[src/rtl/uart_pkg.sv]
// Shared UART definitions: parity modes, receive FSM encoding, baud divider.
package uart_pkg;

  localparam int PAR_NONE = 0;
  localparam int PAR_ODD  = 1;
  localparam int PAR_EVEN = 2;

  typedef enum logic [2:0] {
    ST_IDLE,
    ST_START,
    ST_DATA,
    ST_PAR,
    ST_STOP
  } rx_state_e;

  // 16x oversample divider, rounded to nearest, never below 1
  function automatic int calc_div(input longint clk_hz, input longint baud);
    longint d;
    d = (clk_hz + 8 * baud) / (16 * baud);
    return (d < 1) ? 1 : int'(d);
  endfunction

endpackage

[src/rtl/uart_sync_fifo.sv]
// First-word-fall-through FIFO. A push into a full FIFO is taken when a pop
// happens in the same cycle; a pop of an empty FIFO is ignored.
module uart_sync_fifo #(
  parameter int WIDTH = 8,
  parameter int DEPTH = 16,
  localparam int AW   = $clog2(DEPTH)
) (
  input  logic             I_clk,
  input  logic             I_rst_n,
  input  logic             i_push,
  input  logic [WIDTH-1:0] i_data,
  input  logic             i_pop,
  output logic [WIDTH-1:0] o_data,
  output logic             o_full,
  output logic             o_empty,
  output logic [AW:0]      o_level
);

  logic [WIDTH-1:0] r_mem [DEPTH];
  logic [AW-1:0]    r_wr_ptr;
  logic [AW-1:0]    r_rd_ptr;
  logic [AW:0]      r_level;
  logic             w_push_ok;
  logic             w_pop_ok;

  assign o_empty   = (r_level == '0);
  assign o_full    = (r_level == (AW+1)'(DEPTH));
  assign w_pop_ok  = i_pop & ~o_empty;
  assign w_push_ok = i_push & (~o_full | w_pop_ok);
  assign o_data    = o_empty ? '0 : r_mem[r_rd_ptr];
  assign o_level   = r_level;

  // storage write; contents are don't-care while not counted in r_level
  always_ff @(posedge I_clk) begin
    if (w_push_ok) r_mem[r_wr_ptr] <= i_data;
  end

  // pointers and occupancy
  always_ff @(posedge I_clk or negedge I_rst_n) begin
    if (!I_rst_n) begin
      r_wr_ptr <= '0;
      r_rd_ptr <= '0;
      r_level  <= '0;
    end else begin
      if (w_push_ok) r_wr_ptr <= r_wr_ptr + 1'b1;
      if (w_pop_ok)  r_rd_ptr <= r_rd_ptr + 1'b1;
      case ({w_push_ok, w_pop_ok})
        2'b10:   r_level <= r_level + 1'b1;
        2'b01:   r_level <= r_level - 1'b1;
        default: r_level <= r_level;
      endcase
    end
  end

endmodule

[src/rtl/uart_rx_stream.sv]
// Oversampling UART receiver with configurable width/parity, FWFT output
// FIFO on a valid/ready stream, byte counter and sticky error flags.
module uart_rx_stream
  import uart_pkg::*;
#(
  parameter int CLK_HZ     = 100_000_000,
  parameter int BAUD       = 115200,
  parameter int DATA_BITS  = 8,
  parameter int PARITY     = 0,
  parameter int FIFO_DEPTH = 16,
  parameter int CNT_W      = 32
) (
  input  logic                         I_clk,
  input  logic                         I_rst_n,
  input  logic                         I_rxd,
  input  logic                         I_rx_ready,
  input  logic                         I_cnt_clr,
  input  logic                         I_err_clr,
  output logic [DATA_BITS-1:0]         O_rx_data,
  output logic                         O_rx_valid,
  output logic                         O_rx_done,
  output logic                         O_frame_err,
  output logic                         O_parity_err,
  output logic                         O_overrun,
  output logic [$clog2(FIFO_DEPTH):0]  O_fifo_level,
  output logic [CNT_W-1:0]             O_byte_count
);

  localparam int DIV   = calc_div(CLK_HZ, BAUD);
  localparam int DIV_W = (DIV > 1) ? $clog2(DIV) : 1;
  localparam int BC_W  = $clog2(DATA_BITS);

  rx_state_e            r_state, w_state_nxt;
  logic [1:0]           r_sync;
  logic                 r_rxd_q;
  logic [DIV_W-1:0]     r_div;
  logic [3:0]           r_tick;
  logic                 r_s7, r_s8;
  logic [DATA_BITS-1:0] r_shift;
  logic [BC_W-1:0]      r_bit_cnt;
  logic                 r_par_bit;
  logic                 r_done;
  logic [CNT_W-1:0]     r_cnt;
  logic                 r_frame_err, r_parity_err, r_overrun;

  logic w_rxd, w_fall, w_tick, w_at7, w_at8, w_at9, w_at15, w_maj;
  logic w_xor, w_par_bad, w_push, w_frame_set, w_par_set;
  logic w_full, w_empty, w_accept, w_ovr_set;

  assign w_rxd  = r_sync[1];
  assign w_fall = r_rxd_q & ~w_rxd;
  assign w_tick = (r_state != ST_IDLE) && (r_div == DIV_W'(DIV - 1));
  assign w_at7  = w_tick && (r_tick == 4'd7);
  assign w_at8  = w_tick && (r_tick == 4'd8);
  assign w_at9  = w_tick && (r_tick == 4'd9);
  assign w_at15 = w_tick && (r_tick == 4'd15);
  assign w_maj  = (r_s7 & r_s8) | (r_s7 & w_rxd) | (r_s8 & w_rxd);

  assign w_xor     = (^r_shift) ^ r_par_bit;
  assign w_par_bad = (PARITY == PAR_ODD)  ? ~w_xor :
                     (PARITY == PAR_EVEN) ?  w_xor : 1'b0;

  // 2-FF synchroniser plus one delay stage for falling-edge detection
  always_ff @(posedge I_clk or negedge I_rst_n) begin
    if (!I_rst_n) begin
      r_sync  <= 2'b11;
      r_rxd_q <= 1'b1;
    end else begin
      r_sync  <= {r_sync[0], I_rxd};
      r_rxd_q <= r_sync[1];
    end
  end

  // oversample prescaler and 0..15 tick counter, both parked at 0 in IDLE
  always_ff @(posedge I_clk or negedge I_rst_n) begin
    if (!I_rst_n) begin
      r_div  <= '0;
      r_tick <= '0;
    end else if (r_state == ST_IDLE || w_state_nxt == ST_IDLE) begin
      r_div  <= '0;
      r_tick <= '0;
    end else begin
      r_div <= w_tick ? '0 : r_div + 1'b1;
      if (w_tick) r_tick <= r_tick + 1'b1;
    end
  end

  // FSM state register
  always_ff @(posedge I_clk or negedge I_rst_n) begin
    if (!I_rst_n) r_state <= ST_IDLE;
    else          r_state <= w_state_nxt;
  end

  // FSM next state; START waits out the rest of the start bit before DATA
  always_comb begin
    w_state_nxt = r_state;
    case (r_state)
      ST_IDLE:  if (w_fall) w_state_nxt = ST_START;
      ST_START: begin
        if (w_at8 && w_rxd) w_state_nxt = ST_IDLE;
        else if (w_at15)    w_state_nxt = ST_DATA;
      end
      ST_DATA:  if (w_at15 && r_bit_cnt == BC_W'(DATA_BITS - 1))
                  w_state_nxt = (PARITY != PAR_NONE) ? ST_PAR : ST_STOP;
      ST_PAR:   if (w_at15) w_state_nxt = ST_STOP;
      ST_STOP:  if (w_at9)  w_state_nxt = ST_IDLE;
      default:  w_state_nxt = ST_IDLE;
    endcase
  end

  // FSM outputs: frame outcome decided at the stop-bit majority sample
  always_comb begin
    w_push      = 1'b0;
    w_frame_set = 1'b0;
    w_par_set   = 1'b0;
    if (r_state == ST_STOP && w_at9) begin
      w_frame_set = ~w_maj;
      w_par_set   = w_maj & w_par_bad;
      w_push      = w_maj & ~w_par_bad;
    end
  end

  // mid-bit samples, LSB-first shift register, bit count and parity bit
  always_ff @(posedge I_clk or negedge I_rst_n) begin
    if (!I_rst_n) begin
      r_s7      <= 1'b1;
      r_s8      <= 1'b1;
      r_shift   <= '0;
      r_bit_cnt <= '0;
      r_par_bit <= 1'b0;
    end else begin
      if (w_at7) r_s7 <= w_rxd;
      if (w_at8) r_s8 <= w_rxd;
      if (r_state == ST_IDLE) r_bit_cnt <= '0;
      if (r_state == ST_DATA && w_at9)  r_shift   <= {w_maj, r_shift[DATA_BITS-1:1]};
      if (r_state == ST_DATA && w_at15) r_bit_cnt <= r_bit_cnt + 1'b1;
      if (r_state == ST_PAR && w_at9)   r_par_bit <= w_maj;
    end
  end

  // a full FIFO still takes the byte if the consumer pops in the same cycle
  assign w_accept  = w_push & (~w_full | I_rx_ready);
  assign w_ovr_set = w_push & w_full & ~I_rx_ready;

  uart_sync_fifo #(
    .WIDTH (DATA_BITS),
    .DEPTH (FIFO_DEPTH)
  ) u_fifo (
    .I_clk   (I_clk),
    .I_rst_n (I_rst_n),
    .i_push  (w_push),
    .i_data  (r_shift),
    .i_pop   (I_rx_ready),
    .o_data  (O_rx_data),
    .o_full  (w_full),
    .o_empty (w_empty),
    .o_level (O_fifo_level)
  );

  // done pulse, byte counter (clear beats increment), sticky flags (set beats clear)
  always_ff @(posedge I_clk or negedge I_rst_n) begin
    if (!I_rst_n) begin
      r_done       <= 1'b0;
      r_cnt        <= '0;
      r_frame_err  <= 1'b0;
      r_parity_err <= 1'b0;
      r_overrun    <= 1'b0;
    end else begin
      r_done <= w_accept;
      if (I_cnt_clr)     r_cnt <= '0;
      else if (w_accept) r_cnt <= r_cnt + 1'b1;
      if (w_frame_set)    r_frame_err  <= 1'b1;
      else if (I_err_clr) r_frame_err  <= 1'b0;
      if (w_par_set)      r_parity_err <= 1'b1;
      else if (I_err_clr) r_parity_err <= 1'b0;
      if (w_ovr_set)      r_overrun    <= 1'b1;
      else if (I_err_clr) r_overrun    <= 1'b0;
    end
  end

  assign O_rx_valid   = ~w_empty;
  assign O_rx_done    = r_done;
  assign O_byte_count = r_cnt;
  assign O_frame_err  = r_frame_err;
  assign O_parity_err = r_parity_err;
  assign O_overrun    = r_overrun;

endmodule

[config.mk]
export PLATFORM = sky130hd
export DESIGN_NAME = uart_rx_stream
export DESIGN_NICKNAME = d
export VERILOG_FILES = /design/src/rtl/uart_pkg.sv /design/src/rtl/uart_sync_fifo.sv /design/src/rtl/uart_rx_stream.sv
export SDC_FILE = /design/constraint.sdc
export NUM_CORES = 1
export LEC_CHECK = 0
export ABC_AREA = 1
export ABC_CLOCK_PERIOD_IN_PS = 3200
export BUFFER_PORTS_ARGS = -buffer_cell sky130_fd_sc_hd__buf_2
export CORE_UTILIZATION = 46
export DETAILED_ROUTE_END_ITERATION = 6
export SLEW_MARGIN = 25
export SYNTH_ARGS = -nofsm -noshare
export SYNTH_HDL_FRONTEND = slang
export SYNTH_SLANG_ARGS = --single-unit
[constraint.sdc]
create_clock -name I_clk -period 3.2 [get_ports I_clk]
set_input_delay 0.96 -clock I_clk [delete_from_list [all_inputs] [get_ports I_clk]]
set_output_delay 0.96 -clock I_clk [all_outputs]
set_load 0.01 [all_outputs]
; ---- Yosys cells after proc, flatten, opt, wreduce, memory -nomap -nowiden
; Memory sizes are Yosys's and may differ from the RTL's.
; Cells that the tools add are included.
[word_totals]
register_bits = 77
ram_bits = 128
in_bits = 6
output_inout_bits = 50
elab_cells = 101
n_memories = 1
[memory_table]
columns = memory, depth, word_bits, rd, rd_clocked_by_memory_dff, wr, line
row1 = u_fifo.r_mem, 16, 8, 1, 0, 1, uart_sync_fifo.sv:19  ; logic [WIDTH-1:0] r_mem [DEPTH];
[classes]
add_sub_neg = 8
eq_ne = 13
mux = 24
n_bitwise = 18
n_reduce_logical = 21
[ops]
columns = cell, n
row1 = 2-to-1 mux 32 bit, 2
row2 = adder 32 x 1 -> 32 bit (second input constant), 1
row3 = 2-to-1 mux 3 bit, 8
row4 = one-hot mux 3 bit (5 select lines), 1
row5 = adder 4 x 1 -> 4 bit (second input constant), 3
row6 = equality test 4 bit (second input constant), 3
row7 = 2-to-1 mux 6 bit, 2
row8 = nonzero test 2 bit, 6
row9 = logical AND 1 bit, 10
row10 = one-hot mux 5 bit (2 select lines), 1
row11 = AND 1 bit, 9
row12 = 2-to-1 mux 4 bit, 2
row13 = 2-to-1 mux 8 bit, 1
row14 = 2-to-1 mux 1 bit, 7
row15 = adder 6 x 1 -> 6 bit (second input constant), 1
row16 = equality test 3 x 2 -> 1 bit (second input constant), 2
row17 = equality test 3 bit (second input constant), 2
row18 = equality test 6 bit (second input constant), 1
row19 = logical NOT 3 bit, 2
row20 = adder 5 x 1 -> 5 bit (second input constant), 1
row21 = equality test 5 bit (second input constant), 1
row22 = logical NOT 5 bit, 1
row23 = NOT 1 bit, 5
row24 = subtractor 5 x 1 -> 5 bit (second input constant), 1
row25 = other kinds (8), 11

; ---- Longest topological paths before layout
; Gate-level depths: netlist (run 1).
[depth]
word_depth = 9
mapped_depth = 20
ltp_nobuf = 20

; ---- Cells and area by module
; From an unflattened synthesis (run 1), not the netlist that was laid out.
[unflattened]
hier_cells = 999
hier_area_um2 = 9646.8
[by_module_without_submodules]
columns = module, instances, cells_each, area_each_um2, seq_area_each_um2
row1 = uart_sync_fifo, 1, 526, 6000.8, 4169.0
row2 = uart_rx_stream, 1, 473, 3646.0, 1607.8

; ---- Least setup slack after synthesis (run 1)
; No wires, ideal clock.
[synth_path]
path_type = input to register
startpoint = input port I_rx_ready
endpoint = register u_fifo.r_level[4] (netlist: u_fifo.o_level[4])
setup_ps = 79
arrival_ps = 2467
t_required_ps = 3121
path_slack_ps = 654
stages = 14
path_buffers = 0
path_cell_list = nor2_1 nor2_4 inv_2 ha_1 inv_1 fa_1 inv_1 a21oi_1 nor2_1 nor2_1 nand2_1 nand2_1 nor2_1 xor2_1
[synth_via]
elab_chain_cells = 5
word_cells_on_any_way = 7
cone_classes = eq/ne: 2 / mux: 1 / bitwise: 3 / reduce/logical: 1
[synth_lines]
columns = item, line
row1 = start: declaration, uart_rx_stream.sv:16  ; input logic I_rx_ready,
row2 = AND 1 bit *, uart_sync_fifo.sv:28  ; assign w_pop_ok = i_pop & ~o_empty;
row3 = OR 1 bit, uart_sync_fifo.sv:29  ; assign w_push_ok = i_push & (~o_full | w_pop_ok);
row4 = AND 1 bit, uart_sync_fifo.sv:29
row5 = equality test 2 x 1 -> 1 bit / equality test 2 bit (equally long branches), uart_sync_fifo.sv:47  ; case ({w_push_ok, w_pop_ok})
row6 = one-hot mux 5 bit (2 select lines) / nonzero test 2 bit (equally long branches), --
row7 = end signal: assignment, uart_sync_fifo.sv:48  ; 2'b10: r_level <= r_level + 1'b1;
row8 = end signal: assignment, uart_sync_fifo.sv:49  ; 2'b01: r_level <= r_level - 1'b1;
row9 = end signal: assignment, uart_sync_fifo.sv:50  ; default: r_level <= r_level;
row10 = end: declaration, uart_sync_fifo.sv:22  ; logic [AW:0] r_level;
; Mark *: on every way between the ends. The rest lies on a longest branch, timed or not.
; A chain may end at the register's enable or synchronous reset.

; ---- Worst setup path in the final report (run 1)
[layout_path]
startpoint = register u_fifo.r_rd_ptr[0]
endpoint = output port O_rx_data[6]
[layout_via]
elab_chain_cells = 2
[layout_lines]
columns = item, line
row1 = start: declaration, uart_sync_fifo.sv:21  ; logic [AW-1:0] r_rd_ptr;
row2 = start signal: assignment, uart_sync_fifo.sv:46  ; if (w_pop_ok) r_rd_ptr <= r_rd_ptr + 1'b1;
row3 = memory (16 x 8 bit), --
row4 = 2-to-1 mux 8 bit, uart_sync_fifo.sv:30  ; assign o_data = o_empty ? '0 : r_mem[r_rd_ptr];
row5 = end: declaration, uart_rx_stream.sv:19  ; output logic [DATA_BITS-1:0] O_rx_data,
; Every way passes these cells.

==> metrics.txt, run 1 <==
synthesized instance count 945; Final Net Count 1047; DIE HEIGHT 145 um; Initial Util 0.476; largest fanout on the critical path 25; fin util 0.555; row cnt 51; post-synth top area share 0.408; post-synthesis simple-gate area fraction 0.190; Peak Freq 0.322 GHz; H-tree lvl count 1; gr busiest metal met2; clk_lat worst skew 0.51 ns; part of the cycle the worst path needs 0.969; Synth Area in Compound Gates 0.101; Initial DRC Count 484; area of the mapped netlist 0.00942 mm^2; global placement routability congestion 0.895; reg-to-reg setup timing slack 0.48 ns; P&R area growth vs syn 16.7%; Post-DP HPWL 15000 um; DRT antenna net count 0; unrepaired setup endpoints after global routing false; Tightest Hold Check Type flip-flop to flip-flop; outcome finished clean; adder-cell share of the synthesized area 0.0247; CTS clk-pin slew, worst paths 0.07 ns; Worst slew margin 0.535; WHS 0.364 ns; first-pass GRT wire length 36400 um; Num CTS Buffers 23; register area share after synthesis 0.613; Final Hold Vio Count 0; hold endpoint r_sync[1]$_DFF_PN1_; final cell count without fillers 1305; dpl cells 1262; cells on worst reg2reg path 18; largest net degree at the start of global routing 46; Die Area 0.0210 mm^2; Worst-Margin Slew 0.697 ns; Remaining DRCs 0; Die W 145 um; RR Endpoint u_fifo.o_level[4]$_DFFE_PN0P_; dpl ws 0.396 ns; post-synthesis mux area share 0; Yosys reg bits 205; Leakage 4.71 nW; drt wl/cell 17.2 um; largest family of logic cells by synthesized area simple AND/OR/NAND/NOR gates; Core Footprint 0.0198 mm^2; Total GRT Usage 0.218; crit path time final 3.10 ns; TritonRoute pass-1 iters 5; PwrDens 723 mW/mm^2; clk root buf clkbuf_16; Setup Crit Path Kind flip-flop to output pin; FF/Latch Area 0.00578 mm^2; hold depth 0; Cell variety after synth 39; overall power 7.95 mW; Synth Net Count 969; dpl cell area 0.0101 mm^2; vias per cell 5.39; vias in the first global route 6748; CP Launch Type flip-flop; Syn Area/Cell 9.97 um^2; final setup violation count 0; top cells by area, synth edfxtp_1 41%, dfrtp_1 19%, nor2_1 6.4%; worst vdd ir 0.000386 V; Synth area leader edfxtp_1; antenna cells 0; proportion of layout cells with a drive suffix above 1 0.153; required time of the critical path 2.24 ns; Final TNS setup 0 ns; MaxCap Viol Count 0; Max Slew Vio Count 0; min-delay src r_sync[0]$_DFF_PN1_; Final WS setup 0.0976 ns; yosys warns 0; Total Wirelength 22500 um; fin area 0.0110 mm^2; antenna violations before repair 0; grt ovf 0; area of the multi-input gates 0.00318 mm^2; CP Capture Type output pin; number of I/O pins 56; IO buf count 54; met1 GRT Util 0.302; skew final 0.00964 ns; Clock Sinks 205; met3 global-route usage 0.0308; GRT met2 Usage 0.356; worst r2r src r_div[1]$_DFF_PN0_; CTS Buffer Depth 3; # fillers 1727; Worst EP arrival 2.14 ns; TritonCTS clock tree built; Via Count 7032; XOR/XNOR share of the synthesized area 0.0195
-- worst max path at each step --
stage / startpoint / slack [ns] / cells past startpoint / end
finish: u_fifo.r_rd_ptr[0]$_DFFE_PN0P_ / 0.1 / 8 / O_rx_data[6]
global route: u_fifo.r_rd_ptr[0]$_DFFE_PN0P_ / 0.0002 / 8 / O_rx_data[6]
CTS: u_fifo.r_rd_ptr[0]$_DFFE_PN0P_ / 0.05 / 8 / O_rx_data[6]
detailed placement: I_rx_ready / 0.40 / 15 / u_fifo.o_level[4]$_DFFE_PN0P_
global placement: I_rx_ready / 0.44 / 15 / u_fifo.o_level[4]$_DFFE_PN0P_
floorplan: I_rx_ready / 0.65 / 14 / u_fifo.o_level[4]$_DFFE_PN0P_
-- power by group --
group | switching [mW] | internal (mW)
Combinational | 1.37 | 0.791
Sequential | 0.0962 | 2.88
Clock | 1.07 | 1.74
Total | 2.53 | 5.41
-- cells by family after synthesis --
logic type | count (synthesis)
AOI/OAI and AO/OA | 168
buffers and inverters | 115
other | 1
and+or+nand+nor | 417
DFF | 205
adders and majority gates | 18
xor gates and xnor gates | 21
-- critical path, stage by stage, from the launching register on --
cell and delay (ns):
dfrtp_2 0.42, buf_6 0.23, o21ai_0 0.13, o22ai_1 0.19
nor2_1 0.06, nor2_1 0.08, o21ai_1 0.11, a21oi_1 0.24
buf_2 0.17
-- layout by cell type, fill, tap and decap left out, drive strengths merged, types with 17 or more instances in the layout --
master	instances
clkbuf	28
o221ai	24
buf	86
nand4	30
dfrtp	72
inv	82
nand2	154
nand3	44
nor2	165
o21ai	113
a21oi	19
ha	17
edfxtp	128
-- synthesized netlist by cell type, drive strengths merged --
cell type,number
edfxtp,128
xor2,15
o221ai,24
clkinv,1
o32ai,1
a21oi,19
nor4,1
o22ai,8
a21o,1
dfrtp,72
nor3,16
dfstp,5
conb,1
nand2,154
clkbuf,19
a22o,2
ha,17
or2,4
nand4,30
nand2b,1
o21ai,113
fa,1
nand3b,2
buf,15
inv,80
nor2,165
xnor2,6
nand3,44
-- what timing repair did --
item / 4_1_cts / 5_1_grt
setup buffers: 0 / 0
hold buffers: 0 / 0
gates resized for setup: 0 / 10
setup endpoints to repair: 0 / 7
-- layout make-up --
| type | count | area share |
|---|---|---|
| tap | 265 | 0.0302 |
| timing repair buffer | 87 | 0.0518 |
| inverter | 81 | 0.0282 |
| multi-input combinational | 625 | 0.289 |
| clock buffer | 27 | 0.0575 |
| sequential | 205 | 0.526 |
| clock inverter | 15 | 0.0172 |
-- metal layers --
layer	part of all wire	wire length (um)	vias to the layer above
li1	-	-	3415
met1	0.45	10100	3346
met2	0.47	10600	232
met3	0.057	1290	39
met4	0.021	480	0
met5	0	0	-
-- flip-flops by register name, indices dropped and copies added, names as in the netlist, 2 cells and up --
signal           count
r_shift              8
O_byte_count        32
u_fifo.r_mem       128
r_sync               2
u_fifo.r_wr_ptr      4
u_fifo.r_rd_ptr      4
r_tick               4
r_div                6
r_bit_cnt            3
r_state              3
u_fifo.o_level       5
Note: power is estimated with default switching activity, not from simulation.
==> inputs of run 2 (changes only) <==
Settings changed: ABC_CLOCK_PERIOD_IN_PS 3200 to 2920.
Clock period 3.2 ns to 2.92 ns, I/O delays scaled along.
==> metrics.txt, run 2 (synthesis gave the netlist of run 1 again) <==
drt wl/cell 18.4 um; Max Slew Vio Count 0; Post-DP HPWL 14500 um; part of the cycle the worst path needs 1.01; largest fanout on the critical path 8; max reg flops 128; Critical Path Max Stage Delay 0.42 ns; worst-path cell chain buf_8, clkbuf_16, o21ai_0, o221ai_1, nand3_1, a21oi_2, buf_2; Die Area 0.0210 mm^2; row cnt 51; Final WS setup -0.0397 ns; Final TNS setup -0.153 ns; dpl cells 1259; CTS clk-pin slew, worst paths 0.06 ns; first-pass GRT wire length 36900 um; Final Hold Vio Count 0; IO buf count 54; largest net degree at the start of global routing 52; proportion of layout cells with a drive suffix above 1 0.184; TritonCTS clock tree built; WP buf/inv 3; antenna violations before repair 0; Worst slew margin 0.501; grt ovf 0; worst r2r src r_div[1]$_DFF_PN0_; global placement routability congestion 0.847; CP max-delay cell dfrtp_2; RR Endpoint u_fifo.o_level[4]$_DFFE_PN0P_; outcome complete, but fails checks; CTS Buffer Depth 3; Setup Crit Path Kind flip-flop to output pin; gr busiest metal met2; Total Wirelength 24300 um; skew final 0.0105 ns; Clock Sinks 205; Peak Freq 0.338 GHz; Worst-Margin Slew 0.749 ns; TritonRoute pass-1 iters 5; Num CTS Buffers 22; cells on worst reg2reg path 20; clk root buf clkbuf_16; Remaining DRCs 0; Leakage 4.88 nW; CP top delay family compound AO/OA/AOI/OAI gates; Tightest Hold Check Type input pin to asynchronous set/reset pin; Die W 145 um; GRT met2 Usage 0.361; failing checks setup timing; crit path time final 2.96 ns; Worst EP arrival 2.08 ns; Most flops, register u_fifo.r_mem; Total GRT Usage 0.220; final setup violation count 6; most common cell after layout, fill and taps aside nor2_1; worst vdd ir 0.000488 V; P&R area growth vs syn 21.8%; reg-to-reg setup timing slack 0.30 ns; final cell count without fillers 1319; DRT antenna net count 0; vias in the first global route 6835; Via Count 7212; required time of the critical path 2.04 ns; unrepaired setup endpoints after global routing true; PwrDens 834 mW/mm^2; H-tree lvl count 1; CP Capture Type output pin; clk_lat worst skew 0.50 ns; CTS Hold Bufs 0; antenna cells 0; Initial DRC Count 469; Initial Util 0.476; number of I/O pins 56; vias per cell 5.47; MaxCap Viol Count 0; Core Footprint 0.0198 mm^2; # fillers 1679; most frequent cells in the layout 155 x nor2_1, 151 x nand2_1, 128 x edfxtp_1, 84 x o21ai_0, 71 x inv_1; Final Net Count 1062; CP Launch Type flip-flop; DIE HEIGHT 145 um; met3 global-route usage 0.0226; crit path launch u_fifo.r_rd_ptr[0]$_DFFE_PN0P_; met1 GRT Util 0.310
[run 2: cell count changes in the layout (fill, tap and decap cells not counted), moves of 5 or more]
cell / delta
nor2_1: -5
o21ai_0: -13
clkinv_1: +5
a21oi_2: +6
clkbuf_16: +5
buf_12: +9
o21ai_2: +5
o21ai_1: +7
a21oi_1: -6
[run 2: area by class of cell]
type | instances | area (um^2) | share of cell area
Sequential cell | 205 | 5780 | 0.504
Multi-Input combinational cell | 625 | 3310 | 0.289
Timing Repair Buffer | 103 | 947 | 0.0826
Clock buffer | 25 | 583 | 0.0508
Tap cell | 265 | 332 | 0.0289
Inverter | 81 | 318 | 0.0277
Clock inverter | 15 | 199 | 0.0173
[run 2: metrics by stage]
stage	cell area [um^2]	hold WS [ns]	setup WS, ns	utilization	total power, mW
5_1_grt	11500	0.323	-0.147	0.580	9.99
2_1_floorplan	9420	0.345	0.391	-	4.79
3_5_place_dp	10100	0.349	0.172	0.513	5.64
6_report	11500	0.296	-0.0397	0.580	9.57
3_3_place_gp	10100	0.347	0.235	0.513	5.62
4_1_cts	11100	0.300	-0.0396	0.560	8.92
[run 2: worst max path at each step]
stage                                          to  slack, ns  depth (start not counted)
floorplan           u_fifo.o_level[4]$_DFFE_PN0P_       0.39                         15
global placement    u_fifo.o_level[4]$_DFFE_PN0P_       0.23                         15
detailed placement  u_fifo.o_level[4]$_DFFE_PN0P_       0.17                         15
CTS                                  O_rx_data[1]      -0.04                          7
global route                         O_rx_data[1]      -0.15                          7
finish                               O_rx_data[2]      -0.04                          7
[run 2: what timing repair did]
action / in CTS / in global routing
setup endpoints to repair: 8 / 9
gates resized for setup: 13 / 49
setup buffers: 3 / 7
gates cloned: 3 / 8
pin swaps: 7 / 22
hold endpoints to repair: 0 / 0
[run 2: per-layer routing]
layer	wire length (um)	share of wire
met5	0	0
met4	641	0.026
met3	1160	0.048
met2	11600	0.48
met1	10900	0.45
[run 2: report_power, final]
| group | switching, mW | leakage, nW | internal, mW | total (mW) |
|---|---|---|---|---|
| Sequential | 0.114 | 2.51 | 3.16 | 3.27 |
| Combinational | 1.87 | 2.00 | 1.43 | 3.30 |
| Clock | 1.12 | 0.376 | 1.87 | 2.99 |
==> inputs of run 3 (changes only) <==
Settings changed: ABC_CLOCK_PERIOD_IN_PS 2920 to 3000.
Clock period 2.92 ns to 3 ns, I/O delays scaled along.
==> metrics.txt, run 3 (synthesis gave the netlist of run 1 again) <==
Worst slew margin 0.514; row cnt 51; Worst-Margin Slew 0.730 ns; switching power share of the total 0.324; RR Endpoint u_fifo.o_level[4]$_DFFE_PN0P_; vias in the first global route 6785; Die W 145 um; TritonCTS clock tree built; CP Launch Type flip-flop; Remaining DRCs 0; CTS Hold Bufs 0; largest fanout on the critical path 20; Final WS setup -0.0166 ns; Most flops, register u_fifo.r_mem; Psw 2.82 mW; hold depth 0; Max Slew Vio Count 0; Via Count 7026; P&R area growth vs syn 18.6%; grt ovf 0; fin util 0.565; antenna cells 0; CTS clk-pin slew, worst paths 0.06 ns; Final TNS setup -0.0166 ns; dpl cells 1262; Tightest Hold Check Type flip-flop to flip-flop; Worst EP arrival 2.12 ns; CP top delay family compound AO/OA/AOI/OAI gates; vias per cell 5.35; skew final 0.00824 ns; antenna violations before repair 0; PwrDens 777 mW/mm^2; DRT antenna net count 0; DIE HEIGHT 145 um; Peak Freq 0.331 GHz; IO buf count 54; CP max-delay cell dfrtp_2; CTS Buffer Depth 3; clk_lat worst skew 0.49 ns; MaxCap Viol Count 0; Setup Crit Path Kind flip-flop to output pin; Initial DRC Count 486; max reg flops 128; Clock Sinks 205; Sequential Power Share 0.367; outcome complete, but fails checks; unrepaired setup endpoints after global routing true; WP buf/inv 3; P_int 5.87 mW; Leakage 4.78 nW; final cell count without fillers 1313; H-tree lvl count 1; worst vdd ir 0.000396 V; crit path time final 3.02 ns; Final Hold Vio Count 0; worst r2r src r_div[1]$_DFF_PN0_; Critical Path Max Stage Delay 0.49 ns; Final Net Count 1056; Die Area 0.0210 mm^2; most frequent cells in the layout 159 x nor2_1, 151 x nand2_1, 128 x edfxtp_1, 83 x o21ai_0; number of I/O pins 56; final setup violation count 1; Post-DP HPWL 14700 um; part of the cycle the worst path needs 1.01; Clock power frac 0.311; cells on worst reg2reg path 18; Initial Util 0.476; worst-path cell chain clkinv_4, buf_12, o21ai_0, o221ai_1, nand3_1, a21oi_1, buf_2; failing checks setup timing; Total GRT Usage 0.219; hold endpoint r_sync[1]$_DFF_PN1_; most common cell after layout, fill and taps aside nor2_1; Total Wirelength 23600 um; min-delay src r_sync[0]$_DFF_PN1_; Num CTS Buffers 23; required time of the critical path 2.10 ns; drt wl/cell 17.9 um; first-pass GRT wire length 36500 um; clk root buf clkbuf_16; CP Capture Type output pin; TritonRoute pass-1 iters 5; largest net degree at the start of global routing 39; global placement routability congestion 0.850; Logic pwr share 0.321; Core Footprint 0.0198 mm^2; proportion of layout cells with a drive suffix above 1 0.162; reg-to-reg setup timing slack 0.28 ns
## run 3: cell count changes in the layout (fill, tap and decap cells not counted), sizes merged
cell,change
buf,-4
bufinv,-4
clkbuf,+7
clkinv,-3
clkinvlp,-3
inv,+1
## run 3: worst max-delay path by stage
stage                                              start                            end  slack [ns]  depth (start not counted)
after floorplan            u_fifo.o_level[0]$_DFFE_PN0P_  u_fifo.o_level[4]$_DFFE_PN0P_        0.47                         15
after global placement                        I_rx_ready  u_fifo.o_level[4]$_DFFE_PN0P_        0.30                         15
after detailed placement                      I_rx_ready  u_fifo.o_level[4]$_DFFE_PN0P_        0.25                         15
after CTS                 u_fifo.r_rd_ptr[1]$_DFFE_PN0P_                   O_rx_data[6]       -0.01                          8
after global routing      u_fifo.r_rd_ptr[0]$_DFFE_PN0P_                   O_rx_data[1]       -0.12                          9
final                     u_fifo.r_rd_ptr[0]$_DFFE_PN0P_                   O_rx_data[5]       -0.02                          7
## run 3: layer usage
layer | GRT usage | up-vias | wire, um
met1 | 0.300 | 3365 | 10700
met5 | 0 | - | 0
li1 | - | 3424 | -
met4 | 0.0484 | 0 | 365
met3 | 0.0274 | 27 | 1230
met2 | 0.372 | 210 | 11300
## run 3: layout make-up
class / count / area (um^2)
well taps: 265 / 332
clock buffers: 35 / 682
multi-input cells: 625 / 3230
inverters: 81 / 313
fillers: 1746 / 8610
flip-flops and latches: 205 / 5780
clock inverters: 6 / 55.1
repair buffers: 96 / 786
## run 3: power groups by stage
| stage | combinational [mW] | sequential, mW | clock [mW] |
|---|---|---|---|
| 6_report | 2.79 | 3.19 | 2.70 |
| 5_1_grt | 3.06 | 3.20 | 2.88 |
| 4_1_cts | 2.40 | 3.18 | 2.76 |
| 3_5_place_dp | 2.25 | 3.22 | 0 |
| 3_3_place_gp | 2.23 | 3.22 | 0 |
| 2_1_floorplan | 1.44 | 3.22 | 0 |
## run 3: metrics by stage
step	worst slack (ns)	hold WS [ns]	instance area [um^2]	power, mW
6_report	-0.0166	0.359	11200	8.68
5_1_grt	-0.122	0.368	11200	9.15
4_1_cts	-0.0123	0.363	11000	8.34
3_5_place_dp	0.246	0.355	10100	5.47
3_3_place_gp	0.304	0.347	10100	5.45
2_1_floorplan	0.471	0.345	9420	4.66
## run 3: repair_timing
item | 4_1_cts | 5_1_grt
buffers inserted | 2 | 2
gates resized for setup | 12 | 30
gates cloned | 1 | 5
pin swaps | 3 | 14
endpoints found under the setup margin | 8 | 8
## run 3: worst register-to-register path, cell delays in order (launching register included)
cell	delay, ns
dfrtp_1	0.39
inv_1	0.06
ha_1	0.13
nand3_1	0.11
nor2_4	0.17
nand3_4	0.12
nor2_2	0.14
nand2_2	0.12
nor2_4	0.11
inv_2	0.06
ha_1	0.23
ha_1	0.34
a21oi_1	0.16
nor2_1	0.05
nor2_1	0.13
nand2_1	0.07
nand2_1	0.05
nor2_1	0.04
xor2_1	0.13
